File: src/rtl/block_sync_ctrl.sv
// block_sync_ctrl: 64b/66b block-lock FSM driving gearbox slip,
// with saturating header-error and slip statistics.
module block_sync_ctrl #(
  parameter int unsigned SH_CNT_MAX       = 64,
  parameter int unsigned SH_INVLD_MAX     = 16,
  parameter int unsigned SLIP_WAIT_CYCLES = 66
) (
  input  logic        clk_i,
  input  logic        rst_i,
  input  logic [1:0]  head_i,
  input  logic        head_valid_i,
  input  logic        clr_i,
  output logic        slip_o,
  output logic        block_lock_o,
  output logic [15:0] hdr_err_cnt_o,
  output logic [15:0] slip_cnt_o
);

  localparam logic [1:0] TEST_SH   = 2'd0;
  localparam logic [1:0] SLIP      = 2'd1;
  localparam logic [1:0] SLIP_WAIT = 2'd2;

  localparam logic [6:0] CNT_MAX   = 7'(SH_CNT_MAX);
  localparam logic [4:0] INVLD_MAX = 5'(SH_INVLD_MAX);
  localparam logic [6:0] WAIT_LAST = 7'(SLIP_WAIT_CYCLES - 1);

  logic [1:0]  state_q, state_d;
  logic [6:0]  sh_cnt_q, sh_cnt_d;
  logic [4:0]  invld_q, invld_d;
  logic [6:0]  timer_q, timer_d;
  logic        lock_q, lock_d;
  logic        lock_out_q;
  logic        slip_q;
  logic [15:0] hdr_err_q, hdr_err_d;
  logic [15:0] slip_cnt_q, slip_cnt_d;

  logic        hdr_bad;
  logic [6:0]  sh_n;
  logic [4:0]  invld_m;
  logic        err_inc;

  assign hdr_bad = (head_i == 2'b00) || (head_i == 2'b11);
  assign sh_n    = sh_cnt_q + 7'd1;
  assign invld_m = invld_q + {4'd0, hdr_bad};
  assign err_inc = (state_q == TEST_SH) && head_valid_i
                   && hdr_bad && lock_q;

  always_comb begin
    state_d  = state_q;
    sh_cnt_d = sh_cnt_q;
    invld_d  = invld_q;
    timer_d  = timer_q;
    lock_d   = lock_q;
    case (state_q)
      TEST_SH: begin
        if (head_valid_i) begin
          if (!lock_q && hdr_bad) begin
            state_d  = SLIP;
            sh_cnt_d = '0;
            invld_d  = '0;
          end else if (lock_q && invld_m == INVLD_MAX) begin
            lock_d   = 1'b0;
            state_d  = SLIP;
            sh_cnt_d = '0;
            invld_d  = '0;
          end else if (sh_n == CNT_MAX) begin
            lock_d   = 1'b1;
            sh_cnt_d = '0;
            invld_d  = '0;
          end else begin
            sh_cnt_d = sh_n;
            invld_d  = invld_m;
          end
        end
      end
      SLIP: begin
        state_d = SLIP_WAIT;
        timer_d = '0;
      end
      SLIP_WAIT: begin
        if (timer_q == WAIT_LAST) begin
          state_d  = TEST_SH;
          sh_cnt_d = '0;
          invld_d  = '0;
        end else begin
          timer_d = timer_q + 7'd1;
        end
      end
      default: begin
        state_d  = TEST_SH;
        sh_cnt_d = '0;
        invld_d  = '0;
      end
    endcase
  end

  // Statistics: clear beats a same-cycle increment.
  always_comb begin
    hdr_err_d  = hdr_err_q;
    slip_cnt_d = slip_cnt_q;
    if (clr_i) begin
      hdr_err_d  = '0;
      slip_cnt_d = '0;
    end else begin
      if (err_inc && hdr_err_q != 16'hFFFF)
        hdr_err_d = hdr_err_q + 16'd1;
      if (slip_q && slip_cnt_q != 16'hFFFF)
        slip_cnt_d = slip_cnt_q + 16'd1;
    end
  end

  always_ff @(posedge clk_i or posedge rst_i) begin
    if (rst_i) begin
      state_q    <= TEST_SH;
      sh_cnt_q   <= '0;
      invld_q    <= '0;
      timer_q    <= '0;
      lock_q     <= 1'b0;
      lock_out_q <= 1'b0;
      slip_q     <= 1'b0;
      hdr_err_q  <= '0;
      slip_cnt_q <= '0;
    end else begin
      state_q    <= state_d;
      sh_cnt_q   <= sh_cnt_d;
      invld_q    <= invld_d;
      timer_q    <= timer_d;
      lock_q     <= lock_d;
      lock_out_q <= lock_q;
      slip_q     <= (state_q == SLIP);
      hdr_err_q  <= hdr_err_d;
      slip_cnt_q <= slip_cnt_d;
    end
  end

  assign slip_o        = slip_q;
  assign block_lock_o  = lock_out_q;
  assign hdr_err_cnt_o = hdr_err_q;
  assign slip_cnt_o    = slip_cnt_q;

endmodule

File: config.mk
export PLATFORM = sky130hd
export DESIGN_NAME = block_sync_ctrl
export DESIGN_NICKNAME = d
export VERILOG_FILES = /design/src/rtl/block_sync_ctrl.sv
export SDC_FILE = /design/constraint.sdc
export NUM_CORES = 1
export LEC_CHECK = 0
export CORE_ASPECT_RATIO = 0.75
export CORE_MARGIN = 4
export CORE_UTILIZATION = 50
export DETAILED_ROUTE_END_ITERATION = 10
export PLACE_DENSITY = 0.76
export SLEW_MARGIN = 40
export SYNTH_ARGS = -nofsm -noshare
export SYNTH_HDL_FRONTEND = slang
export SYNTH_SLANG_ARGS = --single-unit
File: constraint.sdc
create_clock -name clk_i -period 2.2 [get_ports clk_i]
set_input_delay 0.55 -clock clk_i [delete_from_list [all_inputs] [get_ports clk_i]]
set_output_delay 0.55 -clock clk_i [all_outputs]
set_load 0.005 [all_outputs]
=== Word level (Yosys, flattened, before mapping) ===
Cells that the tools add are included.

* Add/subtract/negate cells: 5
* Equality and inequality tests: 12
* Muxes and demuxes: 25
* Bitwise gates (word level): 2
* Reductions and logical operators: 19

{| class="wikitable"
|+ Operators by type and width
! cell !! count
|-
| 2-to-1 mux 16 bit || 4
|-
| 2-to-1 mux 7 bit || 6
|-
| adder 16 x 1 -> 16 bit (second input constant) || 2
|-
| != test 16 bit (second input constant) || 2
|-
| 2-to-1 mux 5 bit || 5
|-
| case mux 7 bit (3 select lines) || 1
|-
| case mux 5 bit (3 select lines) || 1
|-
| adder 7 x 1 -> 7 bit (second input constant) || 2
|-
| == test 7 bit (second input constant) || 2
|-
| case mux 7 bit (2 select lines) || 1
|-
| 2-to-1 mux 2 bit || 4
|-
| nonzero test 2 bit || 4
|-
| logical AND 1 bit || 7
|-
| != test 2 bit (second input constant) || 3
|-
| case mux 2 bit (3 select lines) || 1
|-
| AND reduction 3 bit || 2
|-
| adder 5 x 1 -> 5 bit || 1
|-
| == test 5 bit (second input constant) || 1
|-
| == test 2 bit (second input constant) || 2
|-
| logical NOT 2 bit || 2
|-
| AND reduction 4 bit || 1
|-
| != test 3 x 1 -> 1 bit (second input constant) || 1
|-
| == test 2 x 1 -> 1 bit (second input constant) || 1
|-
| 2-to-1 mux 1 bit || 2
|-
| 4 further kinds || 5
|}

* Register bits after elaboration: 56
* Bits of input ports: 6
* Output and inout port bits: 34
* Logic and storage cells: 72

=== Depth between registers and ports, before layout ===
Gate-level depths: netlist of the first run.

* Depth after elaboration: 9
* Depth in mapped cells: 9

=== Worst setup path before layout of the first run ===
No wires, ideal clock.

* Kind: input port to flip-flop
* From: input head_i[1]
* To: register sh_cnt_q[3]
* Setup time: 124 ps
* Data arrival time: 2528 ps
* Path slack: -452 ps
* Cell stages on the path: 8
* Path buffers: 1
* Path through: xnor2_1 ha_1 ha_1 or3_1 o31ai_2 clkbuf_8 nor3_1 a211o_2

* Word-level cells in the longest chain between the ends: 9
* Elaborated cells on any way between the ends: 11
* Those cells by class: add/sub (1); eq/ne (2); mux (4); reduce/logical (4)

{| class="wikitable"
|+ RTL lines
! element !! RTL line !! source
|-
| from (decl) || 10 || <nowiki>input logic [1:0] head_i,</nowiki>
|-
| == test 2 bit or logical NOT 2 bit (tied branches) || 42 || <nowiki>assign hdr_bad = (head_i == 2'b00) || (head_i == 2'b11);</nowiki>
|-
| logical OR 1 bit * || 42 ||
|-
| adder 5 x 1 -> 5 bit || 44 || <nowiki>assign invld_m = invld_q + {4'd0, hdr_bad};</nowiki>
|-
| == test 5 bit || 61 || <nowiki>end else if (lock_q && invld_m == INVLD_MAX) begin</nowiki>
|-
| logical AND 1 bit || 61 ||
|-
| 2-to-1 mux 7 bit || 61 ||
|-
| 2-to-1 mux 7 bit * || 57 || <nowiki>if (!lock_q && hdr_bad) begin</nowiki>
|-
| 2-to-1 mux 7 bit * || 56 || <nowiki>if (head_valid_i) begin</nowiki>
|-
| case mux 7 bit (3 select lines) * || 54 || <nowiki>case (state_q)</nowiki>
|-
| to (signal assigned) || 125 || <nowiki>sh_cnt_q <= sh_cnt_d;</nowiki>
|-
| to (decl) || 28 || <nowiki>logic [6:0] sh_cnt_q, sh_cnt_d;</nowiki>
|}

Every way passes the cells marked *; elsewhere a longest branch is shown, timed or not. The select of a mux whose other input is x is not followed.
A chain may end at the register's enable or synchronous reset.

=== Final worst setup path of the first run ===
Ends and elaborated chain as after synthesis.

==> reports/metrics.cfg, run 1 <==
[sta]
setup_total_negative_slack_ns=0
period_share=0.973
timing.final.setup_violations=0
max_clock_freq_ghz=0.467
final_period_minus_worst_setup_slack_ns=2.14
worst_hold_slack_across_all_endpoints_ns=0.523
worst_slew_pin_slew_ns=0.568
maxSlewViolCount=0
finClkSkew_ns=0.00988
finalHoldViolCount=0
timing.slew.headroom=0.620
rsz0062_at_grt=no

[finish]
finalCoreUtilization=0.666
final_cell_count_no_fill=463
regArea_mm2=0.00140
fillers=477
num_antenna_cells=0
drive_above_1_share=0.169
area_delta_synth_final_pct=26.9
final_layout_net_count=397
area_of_the_multi_input_gates_mm2=0.00165

[clock_tree]
cts.reportedPaths.clkPinSlew_ns=0.10
clock_tree.htree_level_count=2
tritoncts=done
clkLatencyLatePin_ns=0.31
ctsLongestPathBuffers=2
number_of_clock_sinks_seen_by_cts=56
tritoncts.num_buffers=5
clock-root-buffer=clkbuf_8

[power_and_ir_drop]
power.combinational.fraction=0.240
switchingPower_uw=747
max-vdd-ir-drop_mv=0.362
leakage_dissipation_uw=0.00157
cell_internal_pwr_uw=1750
p_clk_frac=0.267
share_of_total_power_consumed_by_net_switching=0.299
pwr-share-seq=0.492
power_density_mw_per_mm2=638
design_power_total_uw=2500

[floorplan]
fp.dieW_um=98.7
chipHeight_um=76.1
ios=40
fp.dieArea_mm2=0.00751
start_util=0.525
num_rows=24
core_mm2=0.00589

[worst_setup_path]
path_cells=buf_2, xnor2_4, ha_4, ha_4, o311a_2, o31ai_4, buf_6, nor2_1, a211o_2
critPathSlowestCell=o311a_2
cp_peak_stage_delay_ns=0.40
crit_path_start_kind=primary input
setup.worst_path.end_class=register
setup.worst_path.class=primary input to register
crit_fanout=6
worst_ep_required_time_ns=2.40
critical_path_arrival_ns=2.34
reg2reg_launch_point=sh_cnt_q[1]
critPathMostFrequentCell=ha_4
crit_start=head_i[1]

[logic_synthesis]
synth_area_leaders=dfrtp_1 45%, xnor2_1 7.7%, nor2_1 4.7%
synth_edf_count=0
primary_ff_master_synth=dfrtp_1
top_area_cell_type_share_of_the_netlist_area=0.454
syn_inst=319
syn_avg_cell_area_um2=9.68
synth.cell_area_mm2=0.00309
flop_and_latch_count_out_of_synthesis=56
syn_nets=332
synth_common_cells=56 x dfrtp_1, 39 x nor2_1, 27 x xnor2_1
synth_seq_area_share=0.454
synth_cell_type_count=57
synth.yosys.warnings=0
share_of_flip_flops_with_an_asynchronous_set_or_reset=1.00
synthMostInstantiatedCell=dfrtp_1
yosysTopAreaCell=dfrtp_1

[global_routing]
grt_antenna_before_repair=0
via_count_of_the_first_global_routing_pass=2488
grt_start_max_net_pins=57
grt_util_all_layers=0.185
grt_first_pass_wirelength_mm=11.8
remaining_overflow_grt=0

[hold_path]
hp-class=register to register
hold_start=lock_q

[placed_design]
portBuffers=39
place.detailed.instances=453
place_hpwl_mm=4.84
gp_congestion=0.807

[routing]
wl_per_cell_um=14.8
post_drt_via_cell_ratio=5.56
drt_pre_antenna_iters=4
routed_vias=2574
drt_drc_violations_left=0
routed_wl_mm=6.84
drt.antenna.violating_nets=0
dr.first_iter.drc_count=128

[outcome]
run_status=completed

[run]
max_capacitance_violation_count=0

[cells by family (layout without fill, tap and decap cells)]
family	Yosys count	after routing	synth area share
AND/OR/NAND/NOR	140	140	0.241
AO/OA/AOI/OAI	63	63	0.151
flip-flops	56	56	0.454
XOR/XNOR	28	28	0.0794
buffers and inverters	22	88	0.0361
adder cells (fa/ha/maj)	7	7	0.0284
multiplexers	3	3	0.0101
[cell type report]
class,count,share of cell area
sequential,56,0.357
inverter,12,0.0115
tap,78,0.0249
clock inverter,2,0.00894
clock buffer,6,0.0185
timing repair buffer,68,0.158
multi-input combinational,241,0.421
[power groups by stage]
| stage | registers, uW | logic [uW] | clock network [uW] |
|---|---|---|---|
| 2_1_floorplan | 1230 | 391 | 0 |
| 3_3_place_gp | 1240 | 559 | 0 |
| 3_5_place_dp | 1240 | 579 | 0 |
| 4_1_cts | 1230 | 601 | 690 |
| 5_1_grt | 1250 | 668 | 742 |
| 6_report | 1230 | 601 | 668 |
[stage by stage]
step / setup slack, ns / area, um^2
after floorplan: -0.200 / 3140
after global placement: -0.703 / 3770
after detailed placement: -0.738 / 3770
after CTS: 0.0210 / 3900
after global routing: 0.00514 / 3920
final: 0.0588 / 3920
[worst paths after layout]
kind / slack [ns] / cells past startpoint / to
worst max-delay path: 0.06 / 9 / sh_cnt_q[3]
worst min-delay path: 0.52 / 0 / block_lock_o
worst max register to register: 0.12 / 6 / invld_q[3]
worst min register to register: 0.52 / 0 / block_lock_o
max in group asynchronous: 1.33 / 3 / timer_q[0]
min in group asynchronous: 0.60 / 3 / slip_cnt_o[14]
[timing repair]
action / in CTS / in global routing
setup endpoints to repair: 14 / 5
gates cloned: 0 / 0
pin swaps: 4 / 3
gates resized for setup: 12 / 2
hold buffers: 0 / 0
setup buffers: 1 / 1
[per-layer routing]
layer / vias to the layer above / wire length [um] / GRT usage
met5: - / 0 / 0
met4: 0 / 71 / 0.0437
met3: 10 / 238 / 0.0430
met2: 36 / 3120 / 0.288
met1: 1240 / 3410 / 0.260
li1: 1288 / - / -
[worst max-delay path: cells and delay by family]
| kind | cells | cell delay (ns) |
|---|---|---|
| AOI/OAI and AO/OA | 3 | 0.96 |
| adders and majority gates | 2 | 0.34 |
| buffers and inverters | 2 | 0.29 |
| xor gates and xnor gates | 1 | 0.15 |
| and+or+nand+nor | 1 | 0.04 |
[state kept, by name (all words and copies together), names as in the netlist]
signal	flops
block_lock_o	1
hdr_err_cnt_o	16
invld_q	5
lock_q	1
sh_cnt_q	7
slip_cnt_o	16
slip_o	1
state_q	2
timer_q	7
[placed cells by master (no fill, tap or decap), types with 3 or more instances in the layout]
cell             instances
ha_1                     5
or3_1                    3
o21ai_0                  8
inv_1                   11
nand2b_1                 3
nor4_1                   5
xnor2_1                 26
nor3_1                  11
and4_1                   3
and3_1                   6
nand3_1                 13
a21o_1                   4
a21oi_1                 17
a22o_2                   3
o31ai_1                  6
nor2_1                  39
dfrtp_1                 56
nand4_1                 13
clkdlybuf4s50_1         37
clkbuf_8                 5
a211oi_1                 7
nand2_1                 24
buf_4                   26
Power figures use the tool's default switching activity.
==> inputs of run 2 (changes only) <==
--- a/config.mk
+++ b/config.mk
@@ -7,9 +7,10 @@
 export LEC_CHECK = 0
 export CORE_ASPECT_RATIO = 0.75
 export CORE_MARGIN = 4
-export CORE_UTILIZATION = 50
+export CORE_UTILIZATION = 52
+export CTS_BUF_LIST = sky130_fd_sc_hd__clkbuf_4 sky130_fd_sc_hd__clkbuf_8
 export DETAILED_ROUTE_END_ITERATION = 10
-export PLACE_DENSITY = 0.76
+export PLACE_DENSITY = 0.79
 export SLEW_MARGIN = 40
 export SYNTH_ARGS = -nofsm -noshare
 export SYNTH_HDL_FRONTEND = slang
==> reports/metrics.cfg, run 2 (same netlist as run 1, synthesis figures left out) <==
[outcome]
run_status=completed  ; unchanged

[clock_tree]
clock-root-buffer=clkbuf_8  ; unchanged
cts.reportedPaths.clkPinSlew_ns=0.10  ; about the same
clkLatencyLatePin_ns=0.31  ; about the same
clock_tree.htree_level_count=2  ; unchanged
tritoncts=done  ; unchanged
number_of_clock_sinks_seen_by_cts=56  ; unchanged
ctsLongestPathBuffers=2  ; unchanged
tritoncts.num_buffers=5  ; unchanged

[sta]
worst_slew_pin_slew_ns=0.553  ; was 0.568 ns
rsz0062_at_grt=no  ; unchanged
finClkSkew_ns=0.00683  ; was 0.00988 ns
max_clock_freq_ghz=0.467  ; about the same
period_share=0.974  ; was 0.973
timing.slew.headroom=0.630  ; was 0.620
setup_total_negative_slack_ns=0  ; unchanged
final_period_minus_worst_setup_slack_ns=2.14  ; about the same
timing.final.setup_violations=0  ; unchanged
maxSlewViolCount=0  ; unchanged
finalHoldViolCount=0  ; unchanged

[finish]
num_antenna_cells=0  ; unchanged
mostFrequentLayoutCell=dfrtp_1  ; unchanged
final_cell_count_no_fill=464  ; was 463
most-common-layout-cells=56 x dfrtp_1, 39 x nor2_1, 37 x clkdlybuf4s50_1  ; unchanged
finalCoreUtilization=0.679  ; was 0.666
drive_above_1_share=0.176  ; was 0.169
final_layout_net_count=398  ; was 397
area_delta_synth_final_pct=27.5  ; was 26.9%
stdcell_area_mm2=0.00394  ; was 0.00392 mm^2

[global_routing]
via_count_of_the_first_global_routing_pass=2536  ; was 2488
grt_start_max_net_pins=33  ; was 57
remaining_overflow_grt=0  ; unchanged
grt_antenna_before_repair=0  ; unchanged
grt_first_pass_wirelength_mm=11.6  ; was 11.8 mm
grt_util_all_layers=0.193  ; was 0.185

[placed_design]
placed_cell_area_mm2=0.00377  ; unchanged
gp_congestion=0.832  ; was 0.807
portBuffers=39  ; unchanged
place.detailed.instances=453  ; unchanged
place_hpwl_mm=5.01  ; was 4.84 mm

[routing]
drt.antenna.violating_nets=0  ; unchanged
routed_vias=2618  ; was 2574
routed_wl_mm=6.84  ; about the same
drt_drc_violations_left=0  ; unchanged
drt_pre_antenna_iters=4  ; unchanged
wl_per_cell_um=14.7  ; was 14.8 um
post_drt_via_cell_ratio=5.64  ; was 5.56
dr.first_iter.drc_count=99  ; was 128

[floorplan]
fp.dieW_um=97.0  ; was 98.7 um
num_rows=24  ; unchanged
fp.dieArea_mm2=0.00725  ; was 0.00751 mm^2
core_mm2=0.00580  ; was 0.00589 mm^2
chipHeight_um=74.7  ; was 76.1 um
start_util=0.533  ; was 0.525
ios=40  ; unchanged

[worst_setup_path]
critical_path_arrival_ns=2.35  ; was 2.34 ns
crit_fanout=6  ; unchanged
setup.worst_path.class=primary input to register  ; unchanged
worst_ep_required_time_ns=2.40  ; about the same
setup.worst_path.end_class=register  ; unchanged
crit_path_start_kind=primary input  ; unchanged

[run]
max_capacitance_violation_count=0  ; unchanged

[power_and_ir_drop]
leakage_dissipation_uw=0.00158  ; was 0.00157 uW
power_density_mw_per_mm2=645  ; was 638 mW/mm^2
max-vdd-ir-drop_mv=0.440  ; was 0.362 mV

[hold_path]
hp-class=primary input to asynchronous set/reset pin  ; was register to register

[run 2: changes by cell type in the layout (fill, tap and decap cells not counted), sizes merged]
cell,change
buf,+1
clkbuf,-1
clkinvlp,+1
[run 2: critical path: stages]
cell	delay, ns
buf_2	0.13
xnor2_4	0.15
ha_4	0.17
ha_4	0.17
o311a_2	0.40
o31ai_4	0.26
buf_4	0.16
buf_6	0.11
o21bai_1	0.08
a21o_1	0.17
[run 2: stage by stage]
stage               power [uW]  setup WS [ns]  hold WS, ns
finish                    2540         0.0565        0.492
global placement          1800         -0.706        0.511
CTS                       2540         0.0107        0.495
global route              2680        0.00750        0.509
floorplan                 1620         -0.200        0.449
detailed placement        1830         -0.726        0.508
[run 2: timing repair]
item                                    CTS  global route
cloned                                    0             0
resized for setup                        13             3
endpoints found under the setup margin   14             6
setup buffers                             3             0
pin swaps                                 3             1
hold buffers                              0             0
[run 2: where the power goes]
part / total (uW) / switching (uW) / internal (uW)
clock network: 676 / 339 / 337
registers: 1220 / 100 / 1120
logic: 643 / 333 / 311
total: 2540 / 772 / 1770
[run 2: final timing paths]
kind | start | to | slack (ns) | cells after the start
worst max-delay path | head_i[1] | sh_cnt_q[5] | 0.06 | 10
worst min-delay path | rst_i | slip_cnt_o[4] | 0.49 | 2
worst max register to register | invld_q[0] | sh_cnt_q[5] | 0.14 | 8
worst min register to register | lock_q | block_lock_o | 0.53 | 0
max in group asynchronous | rst_i | sh_cnt_q[3] | 1.23 | 3
min in group clk_i | lock_q | block_lock_o | 0.53 | 0
[run 2: metal layers]
layer | up-vias | track usage | share of wire | wire, um
met1 | 1267 | 0.261 | 0.48 | 3290
met3 | 7 | 0.0398 | 0.041 | 278
met2 | 55 | 0.327 | 0.47 | 3210
met5 | - | 0 | 0 | 0
li1 | 1289 | - | - | -
met4 | 0 | 0.0421 | 0.0080 | 55
[run 2: layout make-up]
cell class | count | area [um^2]
Clock buffer | 5 | 68.8
Clock inverter | 3 | 42.5
Fill cell | 468 | 1860
Inverter | 12 | 45.0
Multi-Input combinational cell | 241 | 1660
Sequential cell | 56 | 1400
Tap cell | 78 | 97.6
Timing Repair Buffer | 69 | 626
